===== src/rtl/msx_slot_pkg.sv =====
// Shared types and helpers for the MSX expanded-slot controller.
package msx_slot_pkg;

    typedef enum logic [1:0] {
        IDLE,
        WRITE,
        READ
    } subslot_state_t;

    localparam logic [15:0] SUBSLOT_REG_ADDR = 16'hFFFF;

    // Extract the 2-bit sub-slot code for a 16 KB page from the register.
    function automatic logic [1:0] page_code(input logic [7:0] reg_val, input logic [1:0] page);
        logic [1:0] code;
        case (page)
            2'd0:    code = reg_val[1:0];
            2'd1:    code = reg_val[3:2];
            2'd2:    code = reg_val[5:4];
            default: code = reg_val[7:6];
        endcase
        return code;
    endfunction

endpackage


===== src/rtl/msx_subslot_ctrl.sv =====
// Expanded-slot controller: sub-slot register at REG_ADDR with inverted
// readback, and registered per-page decode onto the secondary SLTSL_n lines.
//
// state | meaning
// ------+------------------------------------------------------------
// IDLE  | no register access in progress; DOUT=0, BUSDIR_n=1
// WRITE | register captured on entry; held until WR_n rises or hit drops
// READ  | driving ~SUBSLOT_REG on DOUT with BUSDIR_n=0
module msx_subslot_ctrl
    import msx_slot_pkg::*;
#(
    parameter int          COUNT    = 4,
    parameter logic [15:0] REG_ADDR = SUBSLOT_REG_ADDR
) (
    input  logic             CLK,
    input  logic             RESET,
    input  logic [15:0]      BUS_ADDR,
    input  logic [7:0]       BUS_DIN,
    input  logic             BUS_RD_n,
    input  logic             BUS_WR_n,
    input  logic             BUS_MERQ_n,
    input  logic             BUS_SLTSL_n,
    input  logic             BUS_RESET_n,
    output logic [COUNT-1:0] SUB_SLTSL_n,
    output logic [7:0]       DOUT,
    output logic             BUSDIR_n,
    output logic [7:0]       SUBSLOT_REG
);

    subslot_state_t state, state_nx;
    logic [7:0]     reg_q, reg_nx;
    logic [7:0]     dout_q, dout_nx;
    logic           busdir_q, busdir_nx;
    logic [COUNT-1:0] sel_q;
    logic           clear;
    logic           hit;
    logic           reg_addr_match;
    logic [1:0]     code;

    // The MSX bus reset behaves exactly like the local reset.
    assign clear          = RESET || !BUS_RESET_n;
    assign reg_addr_match = (BUS_ADDR == REG_ADDR);
    assign hit            = !BUS_SLTSL_n && !BUS_MERQ_n && reg_addr_match;
    assign code           = page_code(reg_q, BUS_ADDR[15:14]);

    // State, register and readback flops.
    always_ff @(posedge CLK) begin
        if (clear) begin
            state    <= IDLE;
            reg_q    <= 8'h00;
            dout_q   <= 8'h00;
            busdir_q <= 1'b1;
        end else begin
            state    <= state_nx;
            reg_q    <= reg_nx;
            dout_q   <= dout_nx;
            busdir_q <= busdir_nx;
        end
    end

    // Bus-cycle next state; a write wins over a simultaneous read strobe.
    always_comb begin
        state_nx  = state;
        reg_nx    = reg_q;
        dout_nx   = 8'h00;
        busdir_nx = 1'b1;
        case (state)
            IDLE: begin
                if (hit && !BUS_WR_n) begin
                    state_nx = WRITE;
                    reg_nx   = BUS_DIN;
                end else if (hit && !BUS_RD_n) begin
                    state_nx  = READ;
                    dout_nx   = ~reg_q;
                    busdir_nx = 1'b0;
                end
            end
            WRITE: begin
                if (BUS_WR_n || !hit) begin
                    state_nx = IDLE;
                end
            end
            READ: begin
                if (BUS_RD_n || !hit) begin
                    state_nx = IDLE;
                end else begin
                    dout_nx   = ~reg_q;
                    busdir_nx = 1'b0;
                end
            end
            default: state_nx = IDLE;
        endcase
    end

    // Registered sub-slot decode; register accesses never reach a secondary.
    always_ff @(posedge CLK) begin
        if (clear) begin
            sel_q <= '1;
        end else begin
            for (int s = 0; s < COUNT; s++) begin
                sel_q[s] <= !(!BUS_SLTSL_n && !reg_addr_match && (code == 2'(s)));
            end
        end
    end

    assign SUB_SLTSL_n = sel_q;
    assign DOUT        = dout_q;
    assign BUSDIR_n    = busdir_q;
    assign SUBSLOT_REG = reg_q;

endmodule


===== config.mk =====
export PLATFORM = sky130hd
export DESIGN_NAME = msx_subslot_ctrl
export DESIGN_NICKNAME = d
export VERILOG_FILES = /design/src/rtl/msx_slot_pkg.sv /design/src/rtl/msx_subslot_ctrl.sv
export SDC_FILE = /design/constraint.sdc
export NUM_CORES = 1
export LEC_CHECK = 0
export CAP_MARGIN = 20
export CORE_ASPECT_RATIO = 0.75
export CORE_UTILIZATION = 38
export CTS_CLUSTER_DIAMETER = 60
export CTS_CLUSTER_SIZE = 40
export DETAILED_ROUTE_END_ITERATION = 8
export PLACE_DENSITY = 0.82
export SLEW_MARGIN = 10
export SYNTH_ARGS = -nofsm -noshare
export SYNTH_HDL_FRONTEND = slang
export SYNTH_SLANG_ARGS = --single-unit

===== constraint.sdc =====
create_clock -name CLK -period 3.25 [get_ports CLK]
set_input_delay 0.65 -clock CLK [delete_from_list [all_inputs] [get_ports CLK]]
set_output_delay 0.65 -clock CLK [all_outputs]
set_load 0.05 [all_outputs]

# After elaboration in Yosys (flattened, before gate mapping)
# Index checks and enable logic that the tools add are counted.
[totals]
ff_bits = 23
out_inout_bits = 21
word_cells = 59
[classes]
eq_ne = 11
mux = 14
bitwise_logic = 1
n_reduce_logical = 28
[ops]
columns = ["operator", "n"]
rows = [
  ["$mux W8", 3],
  ["$eq A16 B16 Y1 const B", 1],
  ["$pmux W8 S2", 1],
  ["$pmux W2 S3", 2],
  ["$logic_not A1 Y1", 11],
  ["$logic_and A1 B1 Y1", 9],
  ["$eq A2 B2 Y1 const B", 4],
  ["$mux W2", 4],
  ["$not A8 Y8", 1],
  ["$eq A2 B1 Y1 const B", 3],
  ["$logic_not A2 Y1", 3],
  ["$ne A2 B2 Y1 const B", 2],
  ["$logic_or A1 B1 Y1", 3],
  ["$mux W1", 3],
  ["$ne A3 B3 Y1 const B", 1],
  ["$reduce_and A3 Y1", 1],
  ["$pmux W1 S2", 1],
  ["$reduce_and A2 Y1", 1],
]

# Longest topological paths before layout
[depth]
word_depth = 7
mapped_depth = 5
depth_no_buf = 4

# Least setup slack after synthesis
# OpenSTA, ideal clock, no wires.
[synth_timing]
path_kind = "input -> register"
startpoint = "input BUS_WR_n"
endpoint = "register reg_q[0], in the netlist SUBSLOT_REG[0]"
setup_ps = 132
arrival_time_ps = 1627
t_required_ps = 3118
slack_ps = 1490
cell_stages = 5
n_path_buf = 1
path_cell_list = "or2_4 or4_1 clkbuf_2 o21ai_1 a21oi_1"
[synth_between]
elab_chain_cells = 3
[synth_lines]
columns = ["element", "line_no", "rtl"]
rows = [
  ["from (decl)", "msx_subslot_ctrl.sv:20", "input logic BUS_WR_n,"],
  ["$logic_not A1 Y1", "msx_subslot_ctrl.sv:69", "if (hit && !BUS_WR_n) begin"],
  ["$logic_and A1 B1 Y1", "msx_subslot_ctrl.sv:69", ""],
  ["$reduce_and A2 Y1 (no line)", "n/a", ""],
  ["to (signal assigned)", "msx_subslot_ctrl.sv:55", "reg_q <= reg_nx;"],
  ["to (decl)", "msx_subslot_ctrl.sv:31", "logic [7:0] reg_q, reg_nx;"],
]
# No other way between the ends.
# A chain may end at the register's enable or synchronous reset.

# Final worst setup path
[layout_timing]
startpoint = "register reg_q[0], in the netlist SUBSLOT_REG[0]"
endpoint = "output SUBSLOT_REG[0]"
[layout_lines]
columns = ["element", "line_no", "rtl"]
rows = [
  ["to (decl)", "msx_subslot_ctrl.sv:27", "output logic [7:0] SUBSLOT_REG"],
]
# No word-level cell between the ends.

==> results.tsv <==
stage	metric	value	unit
critical_path	crit_type	reg -> out	
route	drt-total-wl	2082	µm
global_routing	grt_overflow	0	
critical_path	r2r_setup_slack	1.72	ns
clock_tree	clock-root-buffer	clkbuf_4	
timing	fmax	0.4535	GHz
timing	rsz0062_at_grt	no	
critical_path	crit_buf_inv	1	
route	drt_iter0_drc	13	
synth	synth_top_area_share	0.5468	
timing	skew	0.003549	ns
critical_path	r2r_end	SUBSLOT_REG[3]	
critical_path	worstPathMaxFanout	4	
floorplanning	rows	14	
route	ant_nets	0	
synth	yosysWarnings	0	
route	vias	810	
synth	synth.distinct_cells	22	
layout	design_area	1396	µm²
layout	n_antenna_cell	0	
synth	synth_area_leaders	dfxtp_1, mux4_2, a21oi_1	
critical_path	endpoint_kind	output port	
clock_tree	ctsResizeCount	0	
timing	min_period_over_period	0.6785	
min_path	holdPathEnd	DOUT[5]	
global_routing	antenna_found_initial	0	
pwr	powerDensity	332.9	nW/µm²
placement	dpl-instance-area	1369	µm²
layout	layout-drive-gt1-share	0.08148	
critical_path	max_stage_delay	0.83	ns
global_routing	grt_max_degree	14	
placement	place_congestion	0.7794	
placement	placedCellCount	155	
timing	tightestPinTransition	0.5045	ns
timing	setup_violations	0	
placement	port_buffers	51	
synth	synthesis.area	842.1	µm²
global_routing	grt_usage	0.1937	
clock_tree	ctsHoldBuffers	0	
route	drtPass1Iterations	4	
clock_tree	cts_setup_buffers	0	
clock_tree	cts_buffers	3	
floorplanning	core_region_area	2049	µm²
clock_tree	cts_tree	yes	
layout	layout_commonest_cell	clkdlybuf4s50_1	
synth	yosysSeqAreaShare	0.5468	
pwr	leakagePower	0.4989	nW
global_routing	grt_pass1_vias	800	
critical_path	path_cells	clkdlybuf4s50_1	
synth	syn_inst	83	
critical_path	arrival	1.56	ns
pwr	vdd_ir_drop_max	0.3003	mV
floorplanning	die_w	56.36	µm
layout	layout.cells.non_filler	159	
clock_tree	clock_path_buffers	2	
critical_path	cpMaxStageDelayCell	clkdlybuf4s50_1	
floorplanning	ioPinCount	52	
layout	fillers	175	
critical_path	r2r_start	state[1]	
min_path	hold_path.class	reg -> reg	
timing	finalSetupTns	0	ns
synth	synth.avg_cell_area	10.15	µm²
synth	synth_nets	114	
timing	finalHoldViolCount	0	
synth	yosys_register_bits	23	
critical_path	worst_setup_path_start_kind	flop	
job	drv_cap	0	
floorplanning	die-area	2410	µm²
timing	maxSlewHeadroom	0.6626	
status	status	completed	
clock_tree	clock_latency	0.31	ns
min_path	holdPathStages	1	
layout	nNetsFinal	167	
timing	hold_ws	0.4701	ns
synth	synth_top_area_cell	dfxtp_1	
critical_path	ff2ff_path_depth	4	
route	wl_per_cell	13.09	µm
critical_path	crit_required	2.60	ns
route	drc	0	
layout	final_cell_mix	clkdlybuf4s50_1, dfxtp_1, nor2_1	
route	vias_per_cell	5.094	
timing	slew_viol_final	0	
critical_path	crit_family	buffers and inverters	
timing	finalCriticalPeriod	2.205	ns
floorplanning	die_y	42.77	µm
layout	areaGrowthSynthToFinish	65.82	%
clock_tree	htreeDepth	1	
global_routing	grt_pass1_wl	3539	µm
floorplanning	start_util	0.4109	
clock_tree	clk_pin_slew	0.12	ns
critical_path	crit_start	SUBSLOT_REG[0]	
min_path	hold_path.startpoint	SUBSLOT_REG[5]	
clock_tree	cts.sinks	23	
[per-layer routing]
metal  wire, µm  track usage
met1        843       0.2180
met5          0            0
met2       1008       0.3381
met3        201      0.06098
met4         28      0.08780
[kinds of logic (layout without fill, tap and decap cells)]
| group | count (synthesis) | after routing | synth area share |
|---|---|---|---|
| mux | 2 | 2 | 0.05349 |
| simple gates | 37 | 37 | 0.2749 |
| flops | 23 | 23 | 0.5468 |
| compound gates | 16 | 16 | 0.09510 |
| buf+inv | 5 | 57 | 0.02970 |
[final cells by class]
| cell class | instances | area [µm²] | share of cell area |
|---|---|---|---|
| Timing Repair Buffer | 52 | 518.0 | 0.3710 |
| Tap cell | 24 | 30.03 | 0.02151 |
| Clock inverter | 1 | 5.005 | 0.003584 |
| Inverter | 1 | 3.754 | 0.002688 |
| Clock buffer | 3 | 22.52 | 0.01613 |
| Multi-Input combinational cell | 55 | 356.6 | 0.2554 |
| Sequential cell | 23 | 460.4 | 0.3297 |
[power breakdown]
part,switching (mW),internal (mW),total (mW)
clock network,0.0826,0.0461,0.129
registers,0.000135,0.282,0.282
logic,0.0174,0.0363,0.0537
[per-stage QoR]
stage,setup slack [ns],power [mW],utilization
floorplan,1.490,0.3013,-
global placement,0.8872,0.3419,0.6679
detailed placement,0.8807,0.3426,0.6679
CTS,1.034,0.4683,0.6813
global route,0.9819,0.4839,0.6813
finish,1.045,0.4648,0.6813
[cell usage after synthesis, drive strengths merged]
cell type / number
mux4: 2
a21oi: 8
nor3: 1
inv: 1
clkbuf: 2
buf: 2
nor2: 10
nand3: 8
nand4: 5
o21ai: 8
nand2: 3
nor4: 3
or2: 1
or4: 2
nor4b: 1
dfxtp: 23
nand2b: 3
[how the worst max path moves through the flow]
stage | to | slack [ns] | depth (start not counted)
2_1_floorplan | SUBSLOT_REG[0] | 1.49 | 5
3_3_place_gp | SUBSLOT_REG[0] | 0.89 | 5
3_5_place_dp | SUBSLOT_REG[3] | 0.88 | 5
4_1_cts | SUBSLOT_REG[0] | 1.03 | 1
5_1_grt | SUBSLOT_REG[0] | 0.98 | 1
6_report | SUBSLOT_REG[0] | 1.04 | 1
[flip-flops by register name, indices dropped and copies added, names as in the netlist]
register and cells:
SUB_SLTSL_n 4, state 2, SUBSLOT_REG 8, BUSDIR_n 1
DOUT 8
[worst register-to-register path, stage by stage, from the launching register on]
cell     delay [ns]
dfxtp_1        0.32
or2_4          0.28
or4_1          0.56
o21ai_1        0.18
a21oi_1        0.08
Note: power is estimated with default switching activity, not from simulation.
